## config.mk

```make
export PLATFORM = sky130hd
export DESIGN_NAME = platform_collision_flat
export DESIGN_NICKNAME = d
export VERILOG_FILES = /design/src/rtl/platform_collision_if.sv /design/src/rtl/platform_collision.sv /design/src/flat_wrapper.sv
export SDC_FILE = /design/constraint.sdc
export NUM_CORES = 1
export LEC_CHECK = 0
export BUFFER_PORTS_ARGS = -buffer_cell sky130_fd_sc_hd__buf_2
export CAP_MARGIN = 20
export CORE_ASPECT_RATIO = 2
export CORE_UTILIZATION = 54
export DETAILED_ROUTE_END_ITERATION = 7
export MAX_ROUTING_LAYER = met4
export PLACE_DENSITY = 0.82
export SLEW_MARGIN = 20
export SYNTH_ARGS = -nofsm -noshare
export SYNTH_HDL_FRONTEND = slang
export SYNTH_SLANG_ARGS = --single-unit
```

## constraint.sdc

```tcl
create_clock -name Clk -period 12.3 [get_ports Clk]
set_input_delay 1.23 -clock Clk [delete_from_list [all_inputs] [get_ports Clk]]
set_output_delay 1.23 -clock Clk [all_outputs]
set_load 0.005 [all_outputs]
```

## src/rtl/platform_collision_if.sv

```systemverilog
// rtl/platform_collision_if.sv - platform/doodle inputs and bounce results of the collision scanner
interface platform_collision_if;
    logic [1:0] frame_clk_edge;
    logic [7:0] state;
    logic [7:0] platform_size;
    logic [9:0] Platform_X_in [0:7];
    logic [9:0] Platform_Y_in [0:7];
    logic [9:0] Doodle_X;
    logic [9:0] Doodle_Y;
    logic       doodle_falling;
    logic       scan_busy;
    logic       done;
    logic       bounce;
    logic [2:0] bounce_idx;
    logic [9:0] bounce_Y;

    // Producer side: position generator / game logic
    modport master (
        output frame_clk_edge, state, platform_size, Platform_X_in, Platform_Y_in,
               Doodle_X, Doodle_Y, doodle_falling,
        input  scan_busy, done, bounce, bounce_idx, bounce_Y
    );

    // Scanner side
    modport slave (
        input  frame_clk_edge, state, platform_size, Platform_X_in, Platform_Y_in,
               Doodle_X, Doodle_Y, doodle_falling,
        output scan_busy, done, bounce, bounce_idx, bounce_Y
    );
endinterface

```

## src/rtl/platform_collision.sv

```systemverilog
// rtl/platform_collision.sv - per-frame sequential doodle/platform landing scanner
module platform_collision #(
    parameter int DOODLE_W   = 20,
    parameter int DOODLE_H   = 20,
    parameter int HIT_BAND   = 4,
    parameter int PLAY_STATE = 1,
    parameter int N_PLAT     = 8
) (
    input  logic Clk,
    input  logic Reset,
    platform_collision_if.slave pif
);
    typedef enum logic [1:0] {IDLE, SCAN, REPORT} fsm_t;

    fsm_t       state_q;
    logic [2:0] idx_q;

    // Frame snapshot: the scan only ever looks at these, never at live inputs
    logic [9:0] px_q [0:N_PLAT-1];
    logic [9:0] py_q [0:N_PLAT-1];
    logic [7:0] size_q;
    logic [9:0] dx_q;
    logic [9:0] dy_q;
    logic       fall_q;

    logic       scan_busy_q;
    logic       done_q;
    logic       bounce_q;
    logic [2:0] bounce_idx_q;
    logic [9:0] bounce_y_q;

    logic [10:0] feet;
    logic [10:0] cur_px;
    logic [10:0] cur_py;
    logic [10:0] dx_ext;
    logic        hit;

    // Landing test for the platform currently addressed by idx_q; all sums are 11-bit so nothing wraps
    always_comb begin
        feet   = {1'b0, dy_q} + 11'(DOODLE_H);
        cur_px = {1'b0, px_q[idx_q]};
        cur_py = {1'b0, py_q[idx_q]};
        dx_ext = {1'b0, dx_q};
        hit    = fall_q
              && (feet >= cur_py)
              && (feet <  cur_py + 11'(HIT_BAND))
              && (dx_ext + 11'(DOODLE_W) > cur_px)
              && (dx_ext < cur_px + {3'b000, size_q});
    end

    // Scanner FSM: snapshot on frame edge, walk platforms, report first hit for one cycle
    always_ff @(posedge Clk) begin
        if (Reset) begin
            state_q      <= IDLE;
            idx_q        <= 3'd0;
            scan_busy_q  <= 1'b0;
            done_q       <= 1'b0;
            bounce_q     <= 1'b0;
            bounce_idx_q <= 3'd0;
            bounce_y_q   <= 10'd0;
        end else begin
            case (state_q)
                IDLE: begin
                    done_q   <= 1'b0;
                    bounce_q <= 1'b0;
                    if (pif.frame_clk_edge == 2'b01 && pif.state == 8'(PLAY_STATE)) begin
                        for (int i = 0; i < N_PLAT; i++) begin
                            px_q[i] <= pif.Platform_X_in[i];
                            py_q[i] <= pif.Platform_Y_in[i];
                        end
                        size_q      <= pif.platform_size;
                        dx_q        <= pif.Doodle_X;
                        dy_q        <= pif.Doodle_Y;
                        fall_q      <= pif.doodle_falling;
                        idx_q       <= 3'd0;
                        scan_busy_q <= 1'b1;
                        state_q     <= SCAN;
                    end
                end
                SCAN: begin
                    if (hit || idx_q == 3'(N_PLAT - 1)) begin
                        // Early exit on hit keeps the lowest index; a miss on the last platform reports no bounce
                        scan_busy_q <= 1'b0;
                        done_q      <= 1'b1;
                        bounce_q    <= hit;
                        if (hit) begin
                            bounce_idx_q <= idx_q;
                            bounce_y_q   <= cur_py[9:0];
                        end
                        state_q <= REPORT;
                    end else begin
                        idx_q <= idx_q + 3'd1;
                    end
                end
                REPORT: begin
                    // Any frame edge arriving here is dropped on purpose
                    done_q   <= 1'b0;
                    bounce_q <= 1'b0;
                    state_q  <= IDLE;
                end
                default: state_q <= IDLE;
            endcase
        end
    end

    assign pif.scan_busy  = scan_busy_q;
    assign pif.done       = done_q;
    assign pif.bounce     = bounce_q;
    assign pif.bounce_idx = bounce_idx_q;
    assign pif.bounce_Y   = bounce_y_q;
endmodule

```

## src/flat_wrapper.sv

```systemverilog
// flat-port wrapper written by rule: the top's interface ports become plain ports
module platform_collision_flat 
#(
    parameter int DOODLE_W   = 20,
    parameter int DOODLE_H   = 20,
    parameter int HIT_BAND   = 4,
    parameter int PLAY_STATE = 1,
    parameter int N_PLAT     = 8
)
  (Clk, Reset, pif_frame_clk_edge, pif_state, pif_platform_size, pif_Platform_X_in, pif_Platform_Y_in, pif_Doodle_X, pif_Doodle_Y, pif_doodle_falling, pif_scan_busy, pif_done, pif_bounce, pif_bounce_idx, pif_bounce_Y);
  platform_collision_if pif_i ();
  input  logic Clk;
  input  logic Reset;
  input wire logic [$bits(pif_i.frame_clk_edge)-1:0] pif_frame_clk_edge;
  input wire logic [$bits(pif_i.state)-1:0] pif_state;
  input wire logic [$bits(pif_i.platform_size)-1:0] pif_platform_size;
  input wire logic [$bits(pif_i.Platform_X_in)-1:0] pif_Platform_X_in;
  input wire logic [$bits(pif_i.Platform_Y_in)-1:0] pif_Platform_Y_in;
  input wire logic [$bits(pif_i.Doodle_X)-1:0] pif_Doodle_X;
  input wire logic [$bits(pif_i.Doodle_Y)-1:0] pif_Doodle_Y;
  input wire logic [$bits(pif_i.doodle_falling)-1:0] pif_doodle_falling;
  output wire logic [$bits(pif_i.scan_busy)-1:0] pif_scan_busy;
  output wire logic [$bits(pif_i.done)-1:0] pif_done;
  output wire logic [$bits(pif_i.bounce)-1:0] pif_bounce;
  output wire logic [$bits(pif_i.bounce_idx)-1:0] pif_bounce_idx;
  output wire logic [$bits(pif_i.bounce_Y)-1:0] pif_bounce_Y;
  assign pif_i.frame_clk_edge = pif_frame_clk_edge;
  assign pif_i.state = pif_state;
  assign pif_i.platform_size = pif_platform_size;
  assign pif_i.Platform_X_in = {>>{pif_Platform_X_in}};
  assign pif_i.Platform_Y_in = {>>{pif_Platform_Y_in}};
  assign pif_i.Doodle_X = pif_Doodle_X;
  assign pif_i.Doodle_Y = pif_Doodle_Y;
  assign pif_i.doodle_falling = pif_doodle_falling;
  assign pif_scan_busy = pif_i.scan_busy;
  assign pif_done = pif_i.done;
  assign pif_bounce = pif_i.bounce;
  assign pif_bounce_idx = pif_i.bounce_idx;
  assign pif_bounce_Y = pif_i.bounce_Y;
  platform_collision #(.DOODLE_W(DOODLE_W), .DOODLE_H(DOODLE_H), .HIT_BAND(HIT_BAND), .PLAY_STATE(PLAY_STATE), .N_PLAT(N_PLAT)) u_core (.Clk(Clk), .Reset(Reset), .pif(pif_i));
endmodule
```

==> impl_metrics.csv, run 1 <==
group,metric,value,unit
synth,yosys.cell_count.top_type,"edfxtp_1",
synth,synthesis.area,9580,um^2
sta,tns,0,ns
cts,numCtsBuffers,19,
placement,placedInstanceArea,10900,um^2
power,p_total,1460,uW
job,cap_violations,0,
worst_setup_path,path_delay_family,"compound AO/OA/AOI/OAI gates",
global_route,grt-busiest-layer,"met2",
worst_setup_path,worstSetupPathType,"reg -> reg",
sta,finalHoldViolations,0,
routing,drtPass1Iterations,4,
cells_and_area,nets,1040,
power,p_leak,0.00444,uW
worst_setup_path,critPathMaxFanout,38,
cts,clock_latency,0.50,ns
routing,vias,5796,
routing,drcViolationCount,0,
cts,cts_setup_buffers,0,
die,rows,68,
sta,setup_viol,0,
cells_and_area,area_growth,20.9,%
sta,finalClockSkew,0.0157,ns
synth,synth_top_area_cell,"edfxtp_1",
worst_setup_path,crit_path_start_kind,"flip-flop",
sta,fmaxAchievable,182,MHz
synth,synth_seq_cells,213,
worst_setup_path,r2r_slack,6.81,ns
sta,fin_crit_sh,44.7,%
cts,holdBufCountCts,0,
cts,clock_path_buffers,3,
cts,h-tree-depth,1,
sta,rsz0062_at_grt,"no",
placement,post-dp-hpwl,16.4,mm
synth,synth_common_cells,"189 x edfxtp_1, 51 x ha_1, 32 x mux4_2",
sta,tightest_slew,0.846,ns
worst_setup_path,critPathSlowestCell,"buf_4",
routing,wl,22.0,mm
cells_and_area,final_util,67.0,%
cts,clock_sinks,213,
synth,synth_ff_type,"edfxtp_1",
outcome,status,"complete, no violations",
power,peakVddDrop,0.130,mV
synth,synth_top_cell_area_share,59.3,%
synth,ys_warn_count,0,
synth,syn_area_per_cell,17.1,um^2
worst_setup_path,cpPeakStageDelay,0.62,ns
min_path,whs_endpoint,"u_core.pif.bounce_idx[2]",
min_path,hp-class,"reg -> reg",
cts,cts_resized,0,
worst_setup_path,ff2ff_path_depth,17,
synth,synth_edf_count,189,
power,powerDensity,126,nW/um^2
die,die_h,190,um
global_route,track_usage,25.2,%
sta,max_slew_margin,43.6,%
sta,fin_crit,5.49,ns
cts,cts.clk_slew.worst_paths,0.07,ns
cells_and_area,final_area,11600,um^2
worst_setup_path,crit_chain,"buf_4 -> mux4_2 -> mux2_2 -> ha_1 -> fa_1 -> a21oi_1 -> a2bb2oi_1 -> a211o_1 -> xnor2_1 -> ha_1 -> a21o_1 -> a21oi_1 -> o21ai_0 -> o22ai_2 -> nand4_4 -> nand3_4 -> mux2_1",
routing,viasPerCell,5.71,
global_route,use_met3,3.31,%
synth,async_flop_share,0,%
min_path,hp-start,"u_core.pif.bounce_idx[2]",
global_route,grt_use_met2,48.2,%
worst_setup_path,cp.buffers_inverters,1,
min_path,hold_depth,2,
global_route,antenna_found_initial,5,
die,initial_utilization,55.4,%
synth,synth.area.top_cells,"edfxtp_1 59%, mux4_2 7.5%, ha_1 6.7%, dfxtp_1 5.0%, mux2i_1 2.5%",
synth,ys_types,57,
synth,synth_nets,814,
routing,drt_first_iter_violations,196,
worst_setup_path,arrival,5.86,ns
die,core,17300,um^2
die,die_area,18300,um^2
placement,numPortBuffers,216,
cells_and_area,drive_gt1_share,39.8,%
global_route,met1_usage,21.9,%
routing,detail_route.wl_per_cell,21.7,um
cts,cts_root_buffer,"clkbuf_16",
cts,cts_tree,"built",
synth,syn-instance-count,561,
die,io_pins,217,
worst_setup_path,cp.required,12.67,ns
global_route,grt_pass1_vias,6462,
sta,drv_slew,0,
die,die_w,96.2,um
routing,detail-route-antenna-nets,0,
global_route,grt_overflow,0,
global_route,grt_pass1_wl,32.3,mm
placement,gp_congestion,0.913,
worst_setup_path,endpoint_kind,"flip-flop",
global_route,grt_max_degree,70,
synth,ys_seq_area_share,64.3,%
-- stage by stage --
stage / worst slack [ns] / hold slack (ns) / instances
after detailed placement: 6.81 / 0.462 / 975
after global routing: 6.48 / 0.505 / 1015
after CTS: 6.76 / 0.472 / 1009
after global placement: 6.95 / 0.463 / 975
after floorplan: 3.09 / 0.451 / 561
final: 6.81 / 0.474 / 1015
-- report_power, final --
part           switching, uW  internal (uW)  total, uW
Combinational           14.9           23.0       37.9
Sequential            0.0865            786        786
Clock                    257            375        632
-- sequential cells by signal, summed over array words and instances, names as in the netlist, named ones only --
name,count
u_core.pif.bounce,1
u_core.py_q,80
u_core.idx_q,3
u_core.state_q,2
u_core.dx_q,10
u_core.pif.bounce_idx,3
u_core.pif.scan_busy,1
u_core.fall_q,1
u_core.px_q,80
u_core.dy_q,10
u_core.pif.bounce_Y,10
u_core.size_q,8
u_core.pif.done,1
-- worst reg2reg max path, cell delays in order, from the launching register on --
cell and delay (ns):
dfxtp_2 0.31, buf_4 0.62, mux4_2 0.61, mux2_2 0.30
ha_1 0.23, fa_1 0.41, a21oi_1 0.20, a2bb2oi_1 0.29
a211o_1 0.22, xnor2_1 0.14, ha_1 0.27, a21o_1 0.16
a21oi_1 0.13, o21ai_0 0.11, o22ai_2 0.23, nand4_4 0.45
nand3_4 0.36, mux2_1 0.35
-- cell usage in the layout, fill, tap and decap left out, types with 6 or more instances in the layout --
cell type and n:
nand3_1 7, mux2i_1 24, mux4_1 8, o211ai_2 9
a21o_1 6, o21ai_0 13, clkbuf_16 19, inv_1 23
xor2_1 8, edfxtp_1 189, buf_2 216, nand2_1 23
nor2_1 22, mux4_2 32, ha_1 51, xnor2_1 16
a21oi_1 13, dfxtp_1 22, buf_4 6, o41ai_2 9
-- area by class of cell --
class	count	area, um^2
clock buffers	22	497
clock inverters	12	166
multi-input cells	307	3240
flip-flops and latches	213	6160
well taps	210	263
inverters	23	86.3
diodes	5	12.5
fillers	1207	5700
repair buffers	223	1150
-- logic make-up (layout without fill, tap and decap cells) --
logic type                 Yosys count  after routing  synth area share (%)
DFF                                213            213                  64.3
and+or+nand+nor                     82             82                  4.35
AOI/OAI and AO/OA                   79             79                  7.20
muxes                               70             70                  13.1
adders and majority gates           52             52                  6.87
buffers and inverters               41            280                  2.01
xor gates and xnor gates            24             24                  2.20
other                                0              5                     0
-- metal layers --
metal | part of all wire [%] | vias up | wire length (um)
met1 | 31 | 2781 | 6750
met4 | 6.0 | 0 | 1330
met2 | 59 | 235 | 12900
met3 | 4.4 | 79 | 968
li1 | - | 2701 | -
met5 | 0 | - | 0
-- worst max path at each step --
| stage | start | end | slack, ns | cells past startpoint |
|---|---|---|---|---|
| CTS | flip-flop | flip-flop | 6.76 | 17 |
| global route | flip-flop | flip-flop | 6.48 | 17 |
| global placement | flip-flop | flip-flop | 6.95 | 17 |
| finish | flip-flop | flip-flop | 6.81 | 17 |
| floorplan | pif_frame_clk_edge[1] | u_core.px_q[0][0] | 3.09 | 3 |
| detailed placement | flip-flop | flip-flop | 6.81 | 17 |
Note: power is estimated with default switching activity, not from simulation.
==> run 2: changes to the inputs <==
==> constraint.sdc (replaced) <==
create_clock -name Clk -period 5.65 [get_ports Clk]
set_input_delay 0.565 -clock Clk [delete_from_list [all_inputs] [get_ports Clk]]
set_output_delay 0.565 -clock Clk [all_outputs]
set_load 0.005 [all_outputs]
==> impl_metrics.csv, run 2 (synthesis results as in run 1) <==
group,metric,value,unit
outcome,status,"complete, no violations",
worst_setup_path,crit_path_start_kind,"flip-flop",
cts,cts_root_buffer,"clkbuf_16",
sta,finalHoldViolations,0,
worst_setup_path,crit_top_cell,"a21oi_1",
placement,numPortBuffers,216,
die,rows,68,
die,initial_utilization,55.4,%
cts,cts.clk_slew.worst_paths,0.07,ns
die,core,17300,um^2
cts,cts_tree,"built",
routing,drcViolationCount,0,
cts,h-tree-depth,1,
job,cap_violations,0,
cts,clock_path_buffers,3,
cts,cts_setup_buffers,0,
die,io_pins,217,
worst_setup_path,worstSetupPathType,"reg -> reg",
sta,fin_crit_sh,89.6,%
die,die_area,18300,um^2
sta,tightest_slew,0.892,ns
cts,cts_resized,0,
routing,met3_length,1.11,mm
routing,drtPass1Iterations,5,
global_route,grt_overflow,0,
global_route,track_usage,25.0,%
sta,fmaxAchievable,197,MHz
routing,vias,5880,
global_route,grt_max_degree,89,
routing,wl_met2,12.8,mm
global_route,grt_pass1_vias,6494,
sta,tns,0,ns
cts,clock_sinks,213,
placement,gp_congestion,0.915,
cts,numCtsBuffers,19,
cts,clock_latency,0.49,ns
cells_and_area,nets,1045,
routing,highest_layer,"met4",
power,p_leak,0.00444,uW
worst_setup_path,critPathMaxFanout,14,
sta,fin_crit,5.06,ns
placement,placedInstanceArea,10900,um^2
sta,drv_slew,0,
cells_and_area,drive_gt1_share,39.8,%
routing,detail-route-antenna-nets,0,
worst_setup_path,endpoint_kind,"flip-flop",
sta,max_slew_margin,40.4,%
power,powerDensity,268,nW/um^2
global_route,antenna_found_initial,9,
global_route,grt_pass1_wl,32.1,mm
worst_setup_path,arrival,5.43,ns
cts,holdBufCountCts,0,
routing,drt_first_iter_violations,258,
worst_setup_path,crit_chain,"mux4_2 -> mux2i_1 -> inv_1 -> ha_1 -> a21o_1 -> a21oi_1 -> o21ai_0 -> o211a_1 -> o31ai_1 -> a21oi_1 -> xor2_1 -> ha_1 -> a21oi_1 -> o21ai_0 -> o22ai_2 -> nand4_4 -> buf_4 -> o211ai_2 -> o41ai_2",
die,die_w,96.2,um
cells_and_area,area_growth,20.9,%
routing,met1_length,6.55,mm
placement,post-dp-hpwl,16.7,mm
min_path,hp-class,"in -> reg",
cells_and_area,final_area,11600,um^2
sta,setup_viol,0,
die,die_h,190,um
cells_and_area,mostFrequentLayoutCells,"216 x buf_2, 189 x edfxtp_1, 51 x ha_1",
routing,wl,21.8,mm
sta,rsz0062_at_grt,"no",
routing,detail_route.wl_per_cell,21.3,um
power,peakVddDrop,0.282,mV
worst_setup_path,cpPeakStageDelay,0.68,ns
worst_setup_path,cp.required,6.02,ns
cells_and_area,reg_top3,"u_core.px_q (80), u_core.py_q (80)",
cells_and_area,final_common_cell,"buf_2",
sta,finalClockSkew,0.00869,ns
worst_setup_path,critPathSlowestCell,"dfxtp_2",
routing,viasPerCell,5.74,
## run 2: cell count changes in the layout (fill, tap and decap cells not counted), sizes merged
| cell | delta |
|---|---|
| diode | +4 |
| buf | +5 |
| clkinv | -1 |
| clkbuf | +2 |
| bufinv | -1 |
## run 2: final cells by class
type	instances	area (um^2)
Sequential cell	213	6160
Tap cell	210	263
Clock inverter	10	128
Clock buffer	24	494
Inverter	23	86.3
Fill cell	1207	5700
Multi-Input combinational cell	307	3240
Timing Repair Buffer	228	1180
Antenna cell	9	22.5
## run 2: critical path: cells and delay by family (launching register included)
kind | cells | cell delay [ns]
AOI/OAI and AO/OA | 11 | 1.80
xor gates and xnor gates | 1 | 0.16
adders and majority gates | 2 | 0.60
buffers and inverters | 2 | 0.47
DFF | 1 | 0.68
muxes | 2 | 0.93
and+or+nand+nor | 1 | 0.29
## run 2: power by group
group          internal [uW]  switching [uW]
logic                   50.2            33.5
clock network            760             548
registers               1710           0.270
## run 2: per-stage QoR
step | hold slack [ns] | setup slack [ns] | std cells | power, uW | util, %
global placement | 0.446 | 0.699 | 981 | 1820 | 63.3
global route | 0.224 | 0.207 | 1024 | 3190 | 67.0
detailed placement | 0.466 | 0.522 | 981 | 1830 | 63.3
floorplan | 0.451 | 0.610 | 561 | 1750 | -
CTS | 0.232 | 0.513 | 1015 | 3120 | 66.9
finish | 0.241 | 0.587 | 1024 | 3100 | 67.0
## run 2: path summary, 6_finish.rpt
kind,start,endpoint,slack (ns),cells after the start
setup / recovery,flip-flop,u_core.pif.bounce_Y[3],0.59,19
hold / removal,pif_Platform_Y_in[30],u_core.py_q[4][0],0.24,1
setup reg to reg,flip-flop,u_core.pif.bounce_Y[3],0.59,19
hold reg to reg,u_core.pif.bounce_idx[2],u_core.pif.bounce_idx[2],0.47,2
## run 2: routing by layer
layer,up-vias,track usage (%)
met5,-,-
met4,0,16.7
met3,77,4.19
met2,240,47.1
met1,2841,21.0
li1,2722,-
